**src/rtl/spike_convergence_monitor_pkg.sv**
```systemverilog
// Shared definitions for the spike convergence monitor. The Hopfield top level
// imports this package too, for the state encoding and the default parameters.
package spike_convergence_monitor_pkg;

  localparam int DEF_N_NEURONS      = 7;
  localparam int DEF_STABLE_CYCLES  = 8;
  localparam int DEF_TIMEOUT_CYCLES = 255;

  // Counter widths: the activity count fits in 3 bits while N_NEURONS <= 7.
  // The cycle count fits in 8 bits while TIMEOUT_CYCLES <= 255.
  // The stable-run count fits in 4 bits while STABLE_CYCLES <= 15.
  localparam int ACT_W = 3;
  localparam int CYC_W = 8;
  localparam int STB_W = 4;

  typedef enum logic [1:0] {
    ST_IDLE   = 2'd0,
    ST_SETTLE = 2'd1,
    ST_HOLD   = 2'd2
  } state_t;

endpackage

```
**src/rtl/spike_convergence_monitor_if.sv**
```systemverilog
// Result channel of the convergence monitor.
// Handshake: the producer raises out_valid with all out_* fields stable and
// holds them unchanged until it samples out_valid && out_ready on a rising
// edge. The consumer may drive out_ready at any time, independent of out_valid.
interface spike_convergence_monitor_if
  import spike_convergence_monitor_pkg::*;
#(
  parameter int N_NEURONS = DEF_N_NEURONS
) ();

  logic                 out_valid;
  logic                 out_ready;
  logic [N_NEURONS-1:0] out_pattern;
  logic [ACT_W-1:0]     out_activity;
  logic [CYC_W-1:0]     out_cycles;
  logic                 out_converged;

  modport master (
    output out_valid,
    input  out_ready,
    output out_pattern,
    output out_activity,
    output out_cycles,
    output out_converged
  );

  modport slave (
    input  out_valid,
    output out_ready,
    input  out_pattern,
    input  out_activity,
    input  out_cycles,
    input  out_converged
  );

endinterface

```
**src/rtl/spike_popcount.sv**
```systemverilog
// Counts the set bits of a spike vector. The result is 3 bits wide, so the
// vector must be at most 7 bits wide.
module spike_popcount
  import spike_convergence_monitor_pkg::*;
#(
  parameter int W = DEF_N_NEURONS
) (
  input  logic [W-1:0]     vec,
  output logic [ACT_W-1:0] count
);

  // Add the bits one at a time; the loop unrolls into a small adder chain.
  always_comb begin
    count = '0;
    for (int i = 0; i < W; i++) begin
      count = count + {{(ACT_W-1){1'b0}}, vec[i]};
    end
  end

endmodule

```
**src/rtl/spike_convergence_monitor.sv**
```systemverilog
// Measures how many cycles a Hopfield spike vector takes to settle. After a
// start pulse, the monitor watches for STABLE_CYCLES consecutive identical
// samples. It gives up after TIMEOUT_CYCLES cycles. The result is then held
// on the out_if channel until the consumer accepts it.
module spike_convergence_monitor
  import spike_convergence_monitor_pkg::*;
#(
  parameter int N_NEURONS      = DEF_N_NEURONS,
  parameter int STABLE_CYCLES  = DEF_STABLE_CYCLES,
  parameter int TIMEOUT_CYCLES = DEF_TIMEOUT_CYCLES
) (
  input  logic                 clk,
  input  logic                 rst_n,
  input  logic                 start,
  input  logic [N_NEURONS-1:0] spikes,
  output logic                 busy,
  output state_t               dbg_state,
  spike_convergence_monitor_if.master out_if
);

  localparam logic [STB_W-1:0] STABLE_TGT  = STB_W'(STABLE_CYCLES);
  localparam logic [CYC_W-1:0] TIMEOUT_TGT = CYC_W'(TIMEOUT_CYCLES);

  state_t               state_q, state_d;
  logic [N_NEURONS-1:0] prev_q, prev_d;
  logic [CYC_W-1:0]     cyc_q, cyc_d;
  logic [STB_W-1:0]     stable_q, stable_d;
  logic [N_NEURONS-1:0] pat_q, pat_d;
  logic [ACT_W-1:0]     act_q, act_d;
  logic [CYC_W-1:0]     cycles_q, cycles_d;
  logic                 conv_q, conv_d;

  logic [CYC_W-1:0]     cyc_inc;
  logic [STB_W-1:0]     stable_inc;
  logic                 same;
  logic                 hit_stable;
  logic                 hit_timeout;
  logic [ACT_W-1:0]     spikes_act;

  spike_popcount #(.W(N_NEURONS)) u_popcount (
    .vec   (spikes),
    .count (spikes_act)
  );

  // Termination conditions, computed from the counts this edge would produce.
  always_comb begin
    cyc_inc     = cyc_q + CYC_W'(1);
    stable_inc  = stable_q + STB_W'(1);
    same        = (spikes == prev_q);
    hit_stable  = same && (stable_inc == STABLE_TGT);
    hit_timeout = (cyc_inc == TIMEOUT_TGT);
  end

  // Next-state and datapath update. Convergence takes priority over timeout.
  always_comb begin
    state_d  = state_q;
    prev_d   = prev_q;
    cyc_d    = cyc_q;
    stable_d = stable_q;
    pat_d    = pat_q;
    act_d    = act_q;
    cycles_d = cycles_q;
    conv_d   = conv_q;
    case (state_q)
      ST_IDLE: begin
        if (start) begin
          prev_d   = spikes;
          cyc_d    = '0;
          stable_d = '0;
          state_d  = ST_SETTLE;
        end
      end
      ST_SETTLE: begin
        cyc_d = cyc_inc;
        if (same) begin
          stable_d = stable_inc;
        end else begin
          stable_d = '0;
          prev_d   = spikes;
        end
        if (hit_stable || hit_timeout) begin
          pat_d    = spikes;
          act_d    = spikes_act;
          cycles_d = cyc_inc;
          conv_d   = hit_stable;
          state_d  = ST_HOLD;
        end
      end
      ST_HOLD: begin
        if (out_if.out_ready) begin
          state_d = ST_IDLE;
        end
      end
      default: state_d = ST_IDLE;
    endcase
  end

  // State and datapath registers; reset discards any measurement in flight.
  always_ff @(posedge clk or negedge rst_n) begin
    if (!rst_n) begin
      state_q  <= ST_IDLE;
      prev_q   <= '0;
      cyc_q    <= '0;
      stable_q <= '0;
      pat_q    <= '0;
      act_q    <= '0;
      cycles_q <= '0;
      conv_q   <= 1'b0;
    end else begin
      state_q  <= state_d;
      prev_q   <= prev_d;
      cyc_q    <= cyc_d;
      stable_q <= stable_d;
      pat_q    <= pat_d;
      act_q    <= act_d;
      cycles_q <= cycles_d;
      conv_q   <= conv_d;
    end
  end

  assign busy                 = (state_q != ST_IDLE);
  assign dbg_state            = state_q;
  assign out_if.out_valid     = (state_q == ST_HOLD);
  assign out_if.out_pattern   = pat_q;
  assign out_if.out_activity  = act_q;
  assign out_if.out_cycles    = cycles_q;
  assign out_if.out_converged = conv_q;

endmodule

```
**src/flat_wrapper.sv**
```systemverilog
// flat-port wrapper written by rule: the top's interface ports become plain ports
module spike_convergence_monitor_flat import spike_convergence_monitor_pkg::*;
#(
  parameter int N_NEURONS      = DEF_N_NEURONS,
  parameter int STABLE_CYCLES  = DEF_STABLE_CYCLES,
  parameter int TIMEOUT_CYCLES = DEF_TIMEOUT_CYCLES
)
  (clk, rst_n, start, spikes, busy, dbg_state, out_if_out_valid, out_if_out_ready, out_if_out_pattern, out_if_out_activity, out_if_out_cycles, out_if_out_converged);
  spike_convergence_monitor_if #(.N_NEURONS(N_NEURONS)) out_if_i ();
  input  logic clk;
  input  logic rst_n;
  input  logic start;
  input  logic [N_NEURONS-1:0] spikes;
  output logic busy;
  output state_t dbg_state;
  output wire logic [$bits(out_if_i.out_valid)-1:0] out_if_out_valid;
  input wire logic [$bits(out_if_i.out_ready)-1:0] out_if_out_ready;
  output wire logic [$bits(out_if_i.out_pattern)-1:0] out_if_out_pattern;
  output wire logic [$bits(out_if_i.out_activity)-1:0] out_if_out_activity;
  output wire logic [$bits(out_if_i.out_cycles)-1:0] out_if_out_cycles;
  output wire logic [$bits(out_if_i.out_converged)-1:0] out_if_out_converged;
  assign out_if_out_valid = out_if_i.out_valid;
  assign out_if_i.out_ready = out_if_out_ready;
  assign out_if_out_pattern = out_if_i.out_pattern;
  assign out_if_out_activity = out_if_i.out_activity;
  assign out_if_out_cycles = out_if_i.out_cycles;
  assign out_if_out_converged = out_if_i.out_converged;
  spike_convergence_monitor #(.N_NEURONS(N_NEURONS), .STABLE_CYCLES(STABLE_CYCLES), .TIMEOUT_CYCLES(TIMEOUT_CYCLES)) u_core (.clk(clk), .rst_n(rst_n), .start(start), .spikes(spikes), .busy(busy), .dbg_state(dbg_state), .out_if(out_if_i));
endmodule
```
**config.mk**
```make
export PLATFORM = sky130hd
export DESIGN_NAME = spike_convergence_monitor_flat
export DESIGN_NICKNAME = d
export VERILOG_FILES = /design/src/rtl/spike_convergence_monitor_pkg.sv /design/src/rtl/spike_convergence_monitor_if.sv /design/src/rtl/spike_popcount.sv /design/src/rtl/spike_convergence_monitor.sv /design/src/flat_wrapper.sv
export SDC_FILE = /design/constraint.sdc
export NUM_CORES = 1
export LEC_CHECK = 0
export BUFFER_PORTS_ARGS = -buffer_cell sky130_fd_sc_hd__clkbuf_2
export CORE_MARGIN = 10
export CORE_UTILIZATION = 42
export DETAILED_ROUTE_END_ITERATION = 7
export SETUP_SLACK_MARGIN = 0.2
export SLEW_MARGIN = 20
export SYNTH_ARGS = -nofsm -noshare
export SYNTH_HDL_FRONTEND = slang
export SYNTH_SLANG_ARGS = --single-unit
```
**constraint.sdc**
```tcl
create_clock -name clk -period 2.35 [get_ports clk]
set_input_delay 0.1175 -clock clk [delete_from_list [all_inputs] [get_ports clk]]
set_output_delay 0.1175 -clock clk [all_outputs]
set_load 0.02 [all_outputs]
```
Word-level counts from Yosys, hierarchy flattened
Index checks and enable logic that the tools add are counted.
{"block": "classes", "eq_ne": 9, "muxes": 12, "n_addsub": 8, "n_reduce_logical": 9}
{"cell": "one-hot mux 8 bit (2 select lines)", "n": 1}
{"cell": "two-way mux 7 bit", "n": 2}
{"cell": "one-hot mux 7 bit (2 select lines)", "n": 1}
{"cell": "adder 3 x 1 -> 3 bit", "n": 4}
{"cell": "adder 8 x 1 -> 8 bit (second input constant)", "n": 1}
{"cell": "== test 8 bit (second input constant)", "n": 1}
{"cell": "two-way mux 4 bit", "n": 2}
{"cell": "two-way mux 8 bit", "n": 1}
{"cell": "one-hot mux 4 bit (2 select lines)", "n": 1}
{"cell": "== test 7 bit", "n": 1}
{"cell": "two-way mux 2 bit", "n": 3}
{"cell": "one-hot mux 2 bit (3 select lines)", "n": 1}
{"cell": "AND reduction 3 bit", "n": 2}
{"cell": "adder 4 x 1 -> 4 bit (second input constant)", "n": 1}
{"cell": "== test 4 bit (second input constant)", "n": 1}
{"cell": "inequality test 2 x 1 -> 1 bit (second input constant)", "n": 2}
{"cell": "inequality test 2 bit (second input constant)", "n": 2}
{"cell": "AND reduction 2 bit", "n": 2}
{"cell": "nonzero test 2 bit", "n": 2}
{"cell": "adder 2 x 1 -> 3 bit", "n": 1}
{"cell": "adder 1 x 1 -> 2 bit", "n": 1}
{"cell": "== test 2 x 1 -> 1 bit (second input constant)", "n": 1}
{"cell": "== test 2 bit (second input constant)", "n": 1}
{"cell": "logical NOT 2 bit", "n": 1}
{"cell": "other kinds (2)", "n": 2}
{"block": "word_totals", "word_cells": 46, "in_bits": 11, "out_inout_bits": 23, "regBits": 40}

Longest topological paths before layout
{"block": "depth", "ltp_word": 6, "depth_mapped": 8, "ltp_nobuf": 8}

Hierarchy
A second synthesis with hierarchy kept.
{"block": "hier_totals", "hier_cells": 175, "area_unflattened_um2": 2024.4}
{"module": "spike_convergence_monitor", "cells_per_inst": 163, "instances": 1, "area_each_um2": 1914.3, "seq_area_each_um2": 1001.0}
{"module": "spike_popcount", "cells_per_inst": 12, "instances": 1, "area_each_um2": 110.1, "seq_area_each_um2": 0.0}

Worst setup path after synthesis
OpenSTA, ideal clock, no wires.
{"block": "synth_timing", "path_kind": "reg2reg", "start": "register u_core.cyc_q[0]", "end": "register u_core.act_q[0] (netlist: u_core.out_if.out_activity[0])", "period_less_slack_ps": 2434, "path_stages_with_launch": 9, "setup_ps": 125, "setup_slack_ps": -84, "n_path_buf": 1, "t_arrival_ps": 2309, "t_required_ps": 2225, "path_cell_list": "dfrtp_1 ha_1 nand2_1 o31a_1 o22a_1 nor4b_4 nor2_4 buf_6 mux2_4"}
{"block": "synth_between", "elab_chain_len": 4}
{"element": "start: declaration", "line_no": "spike_convergence_monitor.sv:26", "source": "logic [CYC_W-1:0] cyc_q, cyc_d;"}
{"element": "start signal: assignment", "line_no": "spike_convergence_monitor.sv:112", "source": "cyc_q <= cyc_d;"}
{"element": "adder 8 x 1 -> 8 bit", "line_no": "spike_convergence_monitor.sv:47", "source": "cyc_inc = cyc_q + CYC_W'(1);"}
{"element": "== test 8 bit", "line_no": "spike_convergence_monitor.sv:51", "source": "hit_timeout = (cyc_inc == TIMEOUT_TGT);"}
{"element": "logical OR 1 bit", "line_no": "spike_convergence_monitor.sv:81", "source": "if (hit_stable || hit_timeout) begin"}
{"element": "AND reduction 2 bit (no source line)"}
{"element": "end signal: assignment", "line_no": "spike_convergence_monitor.sv:115", "source": "act_q <= act_d;"}
{"element": "end: declaration", "line_no": "spike_convergence_monitor.sv:29", "source": "logic [ACT_W-1:0] act_q, act_d;"}
No other way between the ends.
A chain may end at the register's enable or synchronous reset.

Worst setup path in the final report
{"block": "layout_timing", "start": "register u_core.cyc_q[1]", "end": "register u_core.act_q[0] (netlist: u_core.out_if.out_activity[0])"}
The elaborated chain is that of the path after synthesis.

==> flow_summary.json <==
{
  "seq_area_frac_synth": 0.4816,
  "ctsHtreeMaxLevel": 2,
  "first_pass_iters": 4,
  "dp_slack_ns": -0.08511,
  "muxShareOfSynthArea": 0.09753,
  "dieHeight_um": 90.35,
  "synth_top_flop_cell": "dfrtp_1",
  "cts_sinks": 40,
  "start_util": 0.4371,
  "syn-num-nets": 208,
  "clk_latency_ns": 0.29,
  "synth-simple-area-share": 0.1379,
  "routed.top_layer": "met4",
  "path_class": "reg2reg",
  "slowest_delay_ns": 0.45,
  "maxCapViolations": 0,
  "synthTopCellsByArea": "dfrtp_1 48%, mux2_2 5.4%, mux2_4 4.3%",
  "cp_max_fo": 5,
  "yosys.area.top_type_share": 0.4816,
  "die_area_um2": 8162,
  "r2r_cells": 8,
  "reg2reg_to": "u_core.out_if.out_activity[0]",
  "critPathArrivalTime_ns": 2.28,
  "fp-row-count": 25,
  "portBuffers": 33,
  "met3_length_um": 193,
  "crit_path_start_kind": "flip-flop",
  "synth.distinct_cells": 43,
  "grt-ovfl-total": 0,
  "diodes": 0,
  "drt.antenna.violating_nets": 0,
  "cts_max_path_buffers": 2,
  "hold_viol": 0,
  "rsz0062_at_grt": "yes",
  "cts_tree": "yes",
  "wl_per_cell_um": 15.04,
  "ys_warn_count": 0,
  "clkTransAtPathRegs_ns": 0.08,
  "fin_worst_skew_ns": 0.008796,
  "final_cells": 322,
  "hold-worst-slack_ns": 0.05944,
  "required_ns": 2.53,
  "crit_start": "u_core.cyc_q[1]",
  "critPathCapture": "u_core.out_if.out_activity[0]",
  "num-fill-cells": 434,
  "cellLeakagePower_nw": 1.307,
  "status": "completed",
  "nets": 274,
  "met1_length_um": 2182,
  "dp_cells": 301,
  "drt-total-wl_um": 4844,
  "synth_compound_area_frac": 0.1373,
  "cp.depth": 8,
  "power.density_nw_per_um2": 686.8,
  "synth.most_common_cell": "dfrtp_1",
  "die_w_um": 90.35,
  "maxSlewHeadroom": 0.6543,
  "synth_fa_ha_area_frac": 0.06261,
  "place_congestion": 0.7456,
  "synthesis.area_um2": 2078,
  "synthTopCellsByCount": "40 x dfrtp_1, 17 x o21ai_0, 12 x nand2_1, 12 x nor2_1",
  "core_area_um2": 4755,
  "ios": 34,
  "worstMarginPinSlew_ns": 0.5185,
  "cp_cell_sequence": "buf_6, and2_4, o31a_1, o22a_1, nor4b_4, buf_4, nor2_4, mux2_4",
  "ir_worst_vdd_uv": 274.7,
  "max_freq_ghz": 0.4746,
  "synth_edf_count": 0,
  "synthCells": 189,
  "path_buf_inv": 2,
  "slew_violations": 0,
  "cp_top_family": "compound AO/OA/AOI/OAI gates",
  "antenna_found_initial": 0,
  "crit_slowest_cell": "dfrtp_2",
  "async_flop_share": 1.000,
  "yosysTopAreaCell": "dfrtp_1",
  "drive_above_1_share": 0.4196,
  "cts-root-buf": "clkbuf_8",
  "num_vias": 1588,
  "reg2reg_from": "u_core.cyc_q[1]",
  "rrSetupSlack_ns": 0.24,
  "drtIter0Drc": 67,
  "grt_usage": 0.1198,
  "drc": 0,
  "synthXorXnorAreaFrac": 0.05057,
  "cp-end-kind": "flip-flop",
  "hp-class": "in2reg",
  "synth_top_family_by_area": "simple AND/OR/NAND/NOR gates",
  "fin_crit_sh": 0.8965,
  "grt_pass1_wl_um": 8038,
  "ys_ff_latch": 40,
  "syn_avg_cell_area_um2": 11.00,
  "setup_viol_count_final": 0,
  "dp_hpwl_um": 3352,
  "area_delta_synth_final_pct": 30.70,
  "numCtsBuffers": 5,
  "grt_max_degree": 41,
  "via_per_inst": 4.932,
  "worst_slack_ns": 0.2431,
  "wl_met2_um": 2397,
  "grt_pass1_vias": 1637,
  "period_needed_ns": 2.107
}
power by group:
part / switching (mW) / internal [mW] / total (mW)
clock: 0.232 / 0.202 / 0.434
combinational: 0.297 / 0.308 / 0.604
sequential: 0.0749 / 0.752 / 0.827
total: 0.604 / 1.26 / 1.87
how the worst min path moves through the flow:
| stage | from | to | slack [ns] | cells past startpoint |
|---|---|---|---|---|
| 2_1_floorplan | rst_n | u_core.cyc_q[0] | -0.18 | 0 |
| 3_3_place_gp | rst_n | u_core.cyc_q[7] | 0.22 | 2 |
| 4_1_cts | start | u_core.dbg_state[0] | 0.06 | 3 |
| 5_1_grt | start | u_core.dbg_state[0] | 0.06 | 3 |
| 6_report | start | u_core.dbg_state[0] | 0.06 | 3 |
| 3_5_place_dp | rst_n | u_core.cyc_q[7] | 0.22 | 2 |
layout make-up:
cell class                 instances  area (µm²)  area share
timing repair buffer              63       406.6      0.1497
clock buffer                       6       72.57     0.02672
tap                               67       83.83     0.03086
multi-input combinational        135        1106      0.4072
clock inverter                     1       5.005    0.001842
sequential                        40        1005      0.3699
inverter                          10       37.54     0.01382
cells by family after synthesis:
family,after synthesis
fa+ha+maj,8
simple gates,52
mux,16
buf+inv,15
xor+xnor,12
flops,40
compound gates,46
routing by layer:
metal / track usage / vias up
li1: - / 802
met1: 0.1401 / 751
met2: 0.2034 / 27
met3: 0.03408 / 8
met4: 0.04377 / 0
met5: 0 / -
placed cells by master (no fill, tap or decap), types with 2 or more instances in the layout:
| master | instances |
|---|---|
| a21oi_1 | 8 |
| a31oi_1 | 2 |
| buf_4 | 25 |
| buf_6 | 3 |
| clkbuf_2 | 33 |
| clkbuf_8 | 5 |
| dfrtp_1 | 37 |
| dfrtp_2 | 3 |
| dlygate4sd3_1 | 2 |
| fa_1 | 3 |
| ha_1 | 2 |
| inv_1 | 9 |
| mux2_2 | 10 |
| mux2_4 | 6 |
| nand2_1 | 10 |
| nand2_2 | 2 |
| nand2b_1 | 3 |
| nand3_1 | 3 |
| nor2_1 | 11 |
| nor2_4 | 2 |
| nor3_1 | 7 |
| o21ai_0 | 16 |
| o22ai_1 | 4 |
| o31ai_1 | 3 |
| xnor2_1 | 2 |
| xor2_1 | 9 |
what timing repair did:
item,4_1_cts,5_1_grt
hold buffers,2,0
hold endpoints to repair,41,0
setup buffers,6,5
pin swaps,4,9
gates resized for setup,9,13
endpoints found under the setup margin,12,17
gates cloned,1,0
through the flow:
| step | utilization | cell area (µm²) | power [mW] | setup TNS, ns |
|---|---|---|---|---|
| global route | 0.5713 | 2716 | 1.988 | 0 |
| global placement | 0.5150 | 2449 | 1.265 | -0.005493 |
| floorplan | - | 2102 | 1.098 | 0 |
| finish | 0.5713 | 2716 | 1.866 | 0 |
| CTS | 0.5534 | 2631 | 1.801 | 0 |
| detailed placement | 0.5150 | 2449 | 1.274 | -0.08511 |
sequential cells by signal, summed over array words and instances (netlist names):
| signal | flops |
|---|---|
| u_core.cyc_q | 8 |
| u_core.dbg_state | 2 |
| u_core.out_if.out_activity | 3 |
| u_core.out_if.out_converged | 1 |
| u_core.out_if.out_cycles | 8 |
| u_core.out_if.out_pattern | 7 |
| u_core.prev_q | 7 |
| u_core.stable_q | 4 |
worst register-to-register path, delay by kind of cell (launching register included):
kind	cells	cell delay, ns
buffers and inverters	2	0.32
AO/OA/AOI/OAI	2	0.47
flip-flops	1	0.45
multiplexers	1	0.31
AND/OR/NAND/NOR	3	0.43
Note: power is estimated with default switching activity, not from simulation.
